[src/rtl/logcmp_issue_if.sv]
// Dispatch-to-issue-queue handshake channel for the logic/compare unit.
// The master side (dispatch) offers packed micro-ops; the slave side (queue) accepts.
interface logcmp_issue_if #(
    parameter int unsigned RNBIT = 2
);
    localparam int unsigned InfoW = 4 + 3 * (5 + RNBIT) + 66;

    logic             dispat_logCmp_valid;
    logic             dispat_logCmp_ready;
    logic [InfoW-1:0] dispat_logCmp_info;

    modport master (
        output dispat_logCmp_valid,
        output dispat_logCmp_info,
        input  dispat_logCmp_ready
    );

    modport slave (
        input  dispat_logCmp_valid,
        input  dispat_logCmp_info,
        output dispat_logCmp_ready
    );
endinterface

[src/rtl/logcmp_issue.sv]
// In-order issue queue for the logic/compare execute unit: waits on the writeback log,
// reads operands and presents one registered micro-op per cycle to execute.
module logcmp_issue #(
    parameter int unsigned DP    = 4,
    parameter int unsigned RNBIT = 2
) (
    input  logic                        CLK,
    input  logic                        RST,
    input  logic                        flush,
    logcmp_issue_if.slave               dispat,
    input  logic [32*(2**RNBIT)-1:0]    wbLog_qout,
    output logic [5+RNBIT-1:0]          regFile_rs1_addr,
    output logic [5+RNBIT-1:0]          regFile_rs2_addr,
    input  logic [63:0]                 regFile_rs1_data,
    input  logic [63:0]                 regFile_rs2_data,
    output logic                        logCmp_execute_vaild,
    output logic [4+(5+RNBIT)+129-1:0]  logCmp_execute_info
);
    localparam int unsigned PW   = 5 + RNBIT;
    localparam int unsigned OutW = 4 + PW + 129;
    localparam int unsigned AW   = $clog2(DP);
    localparam int unsigned PtrW = AW + 1;

    typedef struct packed {
        logic [3:0]    fun;
        logic [PW-1:0] rd0;
        logic [PW-1:0] rs1;
        logic [PW-1:0] rs2;
        logic [63:0]   imm;
        logic          is_imm;
        logic          is_usi;
    } entry_t;

    entry_t          mem_q [DP];
    entry_t          mem_d [DP];
    logic [PtrW-1:0] wr_ptr_q, wr_ptr_d;
    logic [PtrW-1:0] rd_ptr_q, rd_ptr_d;
    logic            vaild_q, vaild_d;
    logic [OutW-1:0] info_q, info_d;

    entry_t          head;
    logic            empty, full, enq, issue;
    logic            rs1_zero, rs2_zero, rs1_rdy, rs2_rdy;
    logic [63:0]     op1, op2;

    always_comb begin
        empty = (wr_ptr_q == rd_ptr_q);
        // Same slot index with opposite wrap bits means the writer lapped the reader.
        full  = (wr_ptr_q[AW-1:0] == rd_ptr_q[AW-1:0]) && (wr_ptr_q[AW] != rd_ptr_q[AW]);
        head  = mem_q[rd_ptr_q[AW-1:0]];

        rs1_zero = (head.rs1[PW-1:RNBIT] == '0);
        rs2_zero = (head.rs2[PW-1:RNBIT] == '0);
        rs1_rdy  = rs1_zero || wbLog_qout[head.rs1];
        rs2_rdy  = head.is_imm || rs2_zero || wbLog_qout[head.rs2];

        dispat.dispat_logCmp_ready = !full;
        enq   = dispat.dispat_logCmp_valid && !full && !flush;
        issue = !empty && rs1_rdy && rs2_rdy && !flush;

        regFile_rs1_addr = empty ? '0 : head.rs1;
        regFile_rs2_addr = empty ? '0 : head.rs2;

        op1 = rs1_zero ? 64'd0 : regFile_rs1_data;
        op2 = head.is_imm ? head.imm : (rs2_zero ? 64'd0 : regFile_rs2_data);
    end

    always_comb begin
        mem_d    = mem_q;
        wr_ptr_d = wr_ptr_q;
        rd_ptr_d = rd_ptr_q;
        vaild_d  = 1'b0;
        info_d   = info_q;

        if (flush) begin
            wr_ptr_d = '0;
            rd_ptr_d = '0;
        end else begin
            if (enq) begin
                mem_d[wr_ptr_q[AW-1:0]] = entry_t'(dispat.dispat_logCmp_info);
                wr_ptr_d = wr_ptr_q + PtrW'(1);
            end
            if (issue) begin
                rd_ptr_d = rd_ptr_q + PtrW'(1);
                vaild_d  = 1'b1;
                info_d   = {head.fun, head.rd0, op1, op2, head.is_usi};
            end
        end
    end

    always_ff @(posedge CLK) begin
        if (RST) begin
            wr_ptr_q <= '0;
            rd_ptr_q <= '0;
            vaild_q  <= 1'b0;
            info_q   <= '0;
        end else begin
            wr_ptr_q <= wr_ptr_d;
            rd_ptr_q <= rd_ptr_d;
            vaild_q  <= vaild_d;
            info_q   <= info_d;
        end
    end

    // Entry payloads need no reset; the pointers alone define validity.
    always_ff @(posedge CLK) begin
        mem_q <= mem_d;
    end

    assign logCmp_execute_vaild = vaild_q;
    assign logCmp_execute_info  = info_q;
endmodule

[src/flat_wrapper.sv]
// flat-port wrapper written by rule: the top's interface ports become plain ports
module logcmp_issue_flat 
#(
    parameter int unsigned DP    = 4,
    parameter int unsigned RNBIT = 2
)
  (CLK, RST, flush, wbLog_qout, regFile_rs1_addr, regFile_rs2_addr, regFile_rs1_data, regFile_rs2_data, logCmp_execute_vaild, logCmp_execute_info, dispat_dispat_logCmp_valid, dispat_dispat_logCmp_info, dispat_dispat_logCmp_ready);
  logcmp_issue_if #(.RNBIT(RNBIT)) dispat_i ();
  input  logic CLK;
  input  logic RST;
  input  logic flush;
  input  logic [32*(2**RNBIT)-1:0] wbLog_qout;
  output logic [5+RNBIT-1:0] regFile_rs1_addr;
  output logic [5+RNBIT-1:0] regFile_rs2_addr;
  input  logic [63:0] regFile_rs1_data;
  input  logic [63:0] regFile_rs2_data;
  output logic logCmp_execute_vaild;
  output logic [4+(5+RNBIT)+129-1:0] logCmp_execute_info;
  input wire logic [$bits(dispat_i.dispat_logCmp_valid)-1:0] dispat_dispat_logCmp_valid;
  input wire logic [$bits(dispat_i.dispat_logCmp_info)-1:0] dispat_dispat_logCmp_info;
  output wire logic [$bits(dispat_i.dispat_logCmp_ready)-1:0] dispat_dispat_logCmp_ready;
  assign dispat_i.dispat_logCmp_valid = dispat_dispat_logCmp_valid;
  assign dispat_i.dispat_logCmp_info = dispat_dispat_logCmp_info;
  assign dispat_dispat_logCmp_ready = dispat_i.dispat_logCmp_ready;
  logcmp_issue #(.DP(DP), .RNBIT(RNBIT)) u_core (.CLK(CLK), .RST(RST), .flush(flush), .dispat(dispat_i), .wbLog_qout(wbLog_qout), .regFile_rs1_addr(regFile_rs1_addr), .regFile_rs2_addr(regFile_rs2_addr), .regFile_rs1_data(regFile_rs1_data), .regFile_rs2_data(regFile_rs2_data), .logCmp_execute_vaild(logCmp_execute_vaild), .logCmp_execute_info(logCmp_execute_info));
endmodule
[config.mk]
export PLATFORM = sky130hd
export DESIGN_NAME = logcmp_issue_flat
export DESIGN_NICKNAME = d
export VERILOG_FILES = /design/src/rtl/logcmp_issue_if.sv /design/src/rtl/logcmp_issue.sv /design/src/flat_wrapper.sv
export SDC_FILE = /design/constraint.sdc
export NUM_CORES = 1
export LEC_CHECK = 0
export ABC_AREA = 1
export BUFFER_PORTS_ARGS = -buffer_cell sky130_fd_sc_hd__buf_2
export CAP_MARGIN = 15
export CORE_ASPECT_RATIO = 1.5
export CORE_UTILIZATION = 50
export CTS_CLUSTER_SIZE = 28
export DETAILED_ROUTE_END_ITERATION = 12
export GPL_TIMING_DRIVEN = 0
export PLACE_DENSITY = 0.74
export SLEW_MARGIN = 15
export SYNTH_ARGS = -nofsm -noshare
export SYNTH_HDL_FRONTEND = slang
export SYNTH_SLANG_ARGS = --single-unit
export TNS_END_PERCENT = 5
[constraint.sdc]
create_clock -name CLK -period 13.6 [get_ports CLK]
set_clock_uncertainty 0.05 [all_clocks]
set_input_delay 2.72 -clock CLK [delete_from_list [all_inputs] [get_ports CLK]]
set_output_delay 2.72 -clock CLK [all_outputs]
set_load 0.01 [all_outputs]
==> metrics.md <==
| Metric | Value |
|---|---|
| Global router's overall resource usage | `31.9%` |
| Violation count after the first detailed-routing iteration | `2,087` |
| Setup slack of the most critical reg-to-reg path | `9.53 ns` |
| Avg Cell Area, Syn | `8.43 µm²` |
| Start of the worst register-to-register path | `u_core.rd_ptr_q[0]` |
| Antenna-violating nets left | `0` |
| Full die area | `49,700 µm²` |
| Total grt overflow | `0` |
| Number of iterations in the first detailed-routing pass | `6` |
| Post-detailed-routing wire length | `81,700 µm` |
| Gates resized, CTS repair | `0` |
| Most repeated cell in the gate-level netlist after synthesis | `sky130_fd_sc_hd__nand2_1` |
| Setup repair after global routing missed its margin | `no` |
| Synth Area in Compound Gates | `5.05%` |
| CP Max Fanout | `10` |
| Floorplan die width | `182 µm` |
| Number of post-CTS setup repair buffers | `0` |
| Sequential element share of the synthesized area | `56.9%` |
| Number of enable-type register cells in the synthesized netlist | `364` |
| Post-synthesis cell type count | `32` |
| Slew at the pin closest to its max-slew limit | `1.24 ns` |
| Mean routed wirelength per cell | `19.6 µm` |
| Max Cap Viol | `0` |
| Share of Yosys cell area claimed by the top area cell type | `44.8%` |
| H-tree Lvls | `2` |
| Number of antenna violations at the first check in global routing | `28` |
| Worst hold path startpoint | `u_core.logCmp_execute_info[89]` |
| Number of core rows | `98` |
| Most frequent cells after synthesis | `sky130_fd_sc_hd__nand2_1 (775), sky130_fd_sc_hd__nand3_1 (382), sky130_fd_sc_hd__edfxtp_1 (364)` |
| Number of global-route vias before repair | `21,400` |
| Combinational family with the most area after synthesis | `simple AND/OR/NAND/NOR gates` |
| Post-synthesis net count | `3,249` |
| Number of clock buffers inserted by TritonCTS | `47` |
| Maximum number of pins on one net before global-route repair | `25` |
| Endpoint class of the critical path | `primary output` |
| Layout cells sized above 1 | `20.3%` |
| Fmax | `156 MHz` |
| Number of remaining DRC errors | `0` |
| Number of failing setup endpoints in the final timing report | `0` |
| Power per Cell Area | `118 nW/µm²` |
| Simple-gate area share of the yosys netlist | `29.3%` |
| Worst hold path cell count | `2` |
| Count of final hold-check violations | `0` |
| Total via count after detailed routing | `22,600` |
| HPWL after detailed placement | `59,200 µm` |
| Critical path data arrival time | `3.65 ns` |
| Count of yosys warnings during synthesis | `0` |
| Total placed instance area | `28,100 µm²` |
| Number of filler cells placed in the layout | `4,274` |
| Mux contribution to synthesized area | `0%` |
| Total core area | `47,900 µm²` |
| Data required time at the worst endpoint | `10.83 ns` |
| Portion of the clock cycle consumed by the worst path in the final layout | `47.2%` |
| Cell at the root of the clock tree | `sky130_fd_sc_hd__clkbuf_16` |
| Count of pins over their slew limit | `0` |
| Category of the worst setup path launch point | `flop` |
| Signed area change from the synthesized netlist to the final layout | `21.8%` |
| Quantity of hold-fixing buffers added after cts | `0` |
| Largest area contributor in the netlist | `sky130_fd_sc_hd__edfxtp_1` |
| Post-route standard cell area excluding fillers | `29,700 µm²` |
| Clock insertion delay at the later pin of the skew report | `0.58 ns` |
| Minimum period implied by the final worst setup slack | `6.42 ns` |
| Highest ir drop seen on vdd | `0.113 mV` |
| Dominant cells by area after synthesis | `sky130_fd_sc_hd__edfxtp_1 (45%), sky130_fd_sc_hd__dfxtp_1 (12%), sky130_fd_sc_hd__nand2_1 (12%)` |
| Top-Level Pins | `507` |
| Endpoint of the worst register-to-register path | `u_core.logCmp_execute_info[11]` |
| Setup TNS | `0 ns` |
| Parity-gate share of the synthesized area counting xor and xnor cells | `0.108%` |
| Global-route wire length before repair | `120,000 µm` |
| Beginning of the critical path | `u_core.rd_ptr_q[0]` |
| Height of the chip | `273 µm` |
| Synth Cell Area | `24,400 µm²` |
| Global placement routability congestion | `1.07` |
| Type of the worst setup path | `reg2out` |
| Final net count | `3,820` |
| Min-Delay Path Class | `reg2reg` |
| Post-detailed-route via-to-cell ratio | `5.43` |
| Number of sinks on the clock net | `511` |
| Leading register cell type out of synthesis | `sky130_fd_sc_hd__edfxtp_1` |
| CTS tree | `yes` |
| Clock-pin slew reported for the worst setup and hold paths after clock tree synthesis | `0.06 ns` |
| Outcome | `completed` |
| Starting utilization of the core area | `50.9%` |
| Adder-cell area share of the yosys netlist | `0.256%` |
| Share of synthesized flip-flops with an asynchronous set or reset | `0%` |
| Port buffer count | `506` |
| Utilization of the core after routing | `62.0%` |
| Register-to-Register Path Depth | `14` |
| Register bit total from synthesis | `511` |
| Buffer levels on the longest clock path | `3` |
| Total leakage power | `13.8 nW` |
| Post-Synthesis Cells | `2,893` |
| Worst slew margin | `17.7%` |
| Destination of the worst hold path | `u_core.logCmp_execute_info[89]` |
[placed cells by master, fill, tap and decap left out, types with 12 or more instances in the layout]
| cell | synthesis | routed |
|---|---|---|
| sky130_fd_sc_hd__clkbuf_16 | 0 | 50 |
| sky130_fd_sc_hd__a21oi_1 | 88 | 88 |
| sky130_fd_sc_hd__dfxtp_1 | 147 | 147 |
| sky130_fd_sc_hd__nor2_1 | 328 | 324 |
| sky130_fd_sc_hd__buf_2 | 75 | 581 |
| sky130_fd_sc_hd__nand3_1 | 382 | 382 |
| sky130_fd_sc_hd__inv_1 | 285 | 285 |
| sky130_fd_sc_hd__nand3b_1 | 13 | 13 |
| sky130_fd_sc_hd__o211ai_1 | 16 | 16 |
| sky130_fd_sc_hd__buf_1 | 22 | 22 |
| sky130_fd_sc_hd__nand2_1 | 775 | 775 |
| sky130_fd_sc_hd__o21ai_0 | 89 | 89 |
| sky130_fd_sc_hd__edfxtp_1 | 364 | 364 |
| sky130_fd_sc_hd__buf_12 | 0 | 13 |
| sky130_fd_sc_hd__diode_2 | 0 | 16 |
| sky130_fd_sc_hd__nand4_1 | 138 | 138 |
| sky130_fd_sc_hd__clkbuf_1 | 91 | 105 |
| sky130_fd_sc_hd__buf_4 | 12 | 12 |
[worst max-delay path, stage by stage (launching register included)]
cell,delay (ns)
sky130_fd_sc_hd__dfxtp_1,0.40
sky130_fd_sc_hd__inv_2,0.21
sky130_fd_sc_hd__buf_4,0.22
sky130_fd_sc_hd__buf_2,0.24
sky130_fd_sc_hd__clkbuf_1,0.67
sky130_fd_sc_hd__nand2_1,0.13
sky130_fd_sc_hd__a21oi_1,0.22
sky130_fd_sc_hd__nand2_1,0.21
sky130_fd_sc_hd__clkbuf_1,0.39
sky130_fd_sc_hd__nand2_1,0.18
sky130_fd_sc_hd__inv_1,0.06
sky130_fd_sc_hd__buf_2,0.14
[metal layers]
layer	up-vias	wire, µm	global-route usage (%)
li1	10800	-	-
met1	10400	28800	34.4
met2	1180	40700	57.3
met3	319	6630	6.08
met4	18	5500	20.0
met5	-	116	0
[through the flow]
stage	hold WS, ns	std cells	worst slack, ns	power (W)
floorplan	0.450	2893	6.19	0.00202
global placement	0.405	4049	2.79	0.00221
detailed placement	0.416	4065	7.86	0.00221
CTS	0.431	4153	7.24	0.00351
global route	0.442	4166	7.06	0.00362
finish	0.425	4169	7.18	0.00351
[area by class of cell]
type,count,area [µm²],area share (%)
Antenna cell,16,40.0,0.135
Buffer,205,946,3.18
Clock buffer,67,1350,4.53
Clock inverter,21,211,0.712
Inverter,294,1100,3.71
Multi-Input combinational cell,1883,8510,28.6
Sequential cell,511,13900,46.7
Tap cell,650,813,2.74
Timing Repair Buffer,522,2880,9.68
[logic make-up (layout without fill, tap and decap cells)]
logic type / after synthesis / in the layout
compound gates: 222 / 222
xor+xnor: 3 / 3
fa+ha+maj: 5 / 5
simple gates: 1653 / 1653
other cells: 0 / 16
buf+inv: 499 / 1109
flops: 511 / 511
[worst max-delay path by stage]
stage	end	cells after the start	slack (ns)
6_report	regFile_rs2_addr[5]	11	7.18
5_1_grt	regFile_rs2_addr[5]	11	7.06
4_1_cts	regFile_rs2_addr[5]	11	7.24
3_5_place_dp	regFile_rs2_addr[5]	11	7.86
3_3_place_gp	u_core.mem_q[18]	5	2.79
2_1_floorplan	u_core.mem_q[0]	4	6.19
[where the power goes]
part	internal, W	leakage (nW)	switching, W
Sequential	0.00170	4.50	0.0000144
Combinational	0.000159	8.50	0.000314
Clock	0.000750	0.754	0.000565
Total	0.00261	13.8	0.000893
[flip-flops by register name, indices dropped and copies added, names as in the netlist]
| name | count |
|---|---|
| u_core.rd_ptr_q | 3 |
| u_core.logCmp_execute_vaild | 1 |
| u_core.logCmp_execute_info | 140 |
| u_core.wr_ptr_q | 3 |
| u_core.mem_q | 364 |
No activity file was read; power rests on OpenSTA's default activity.
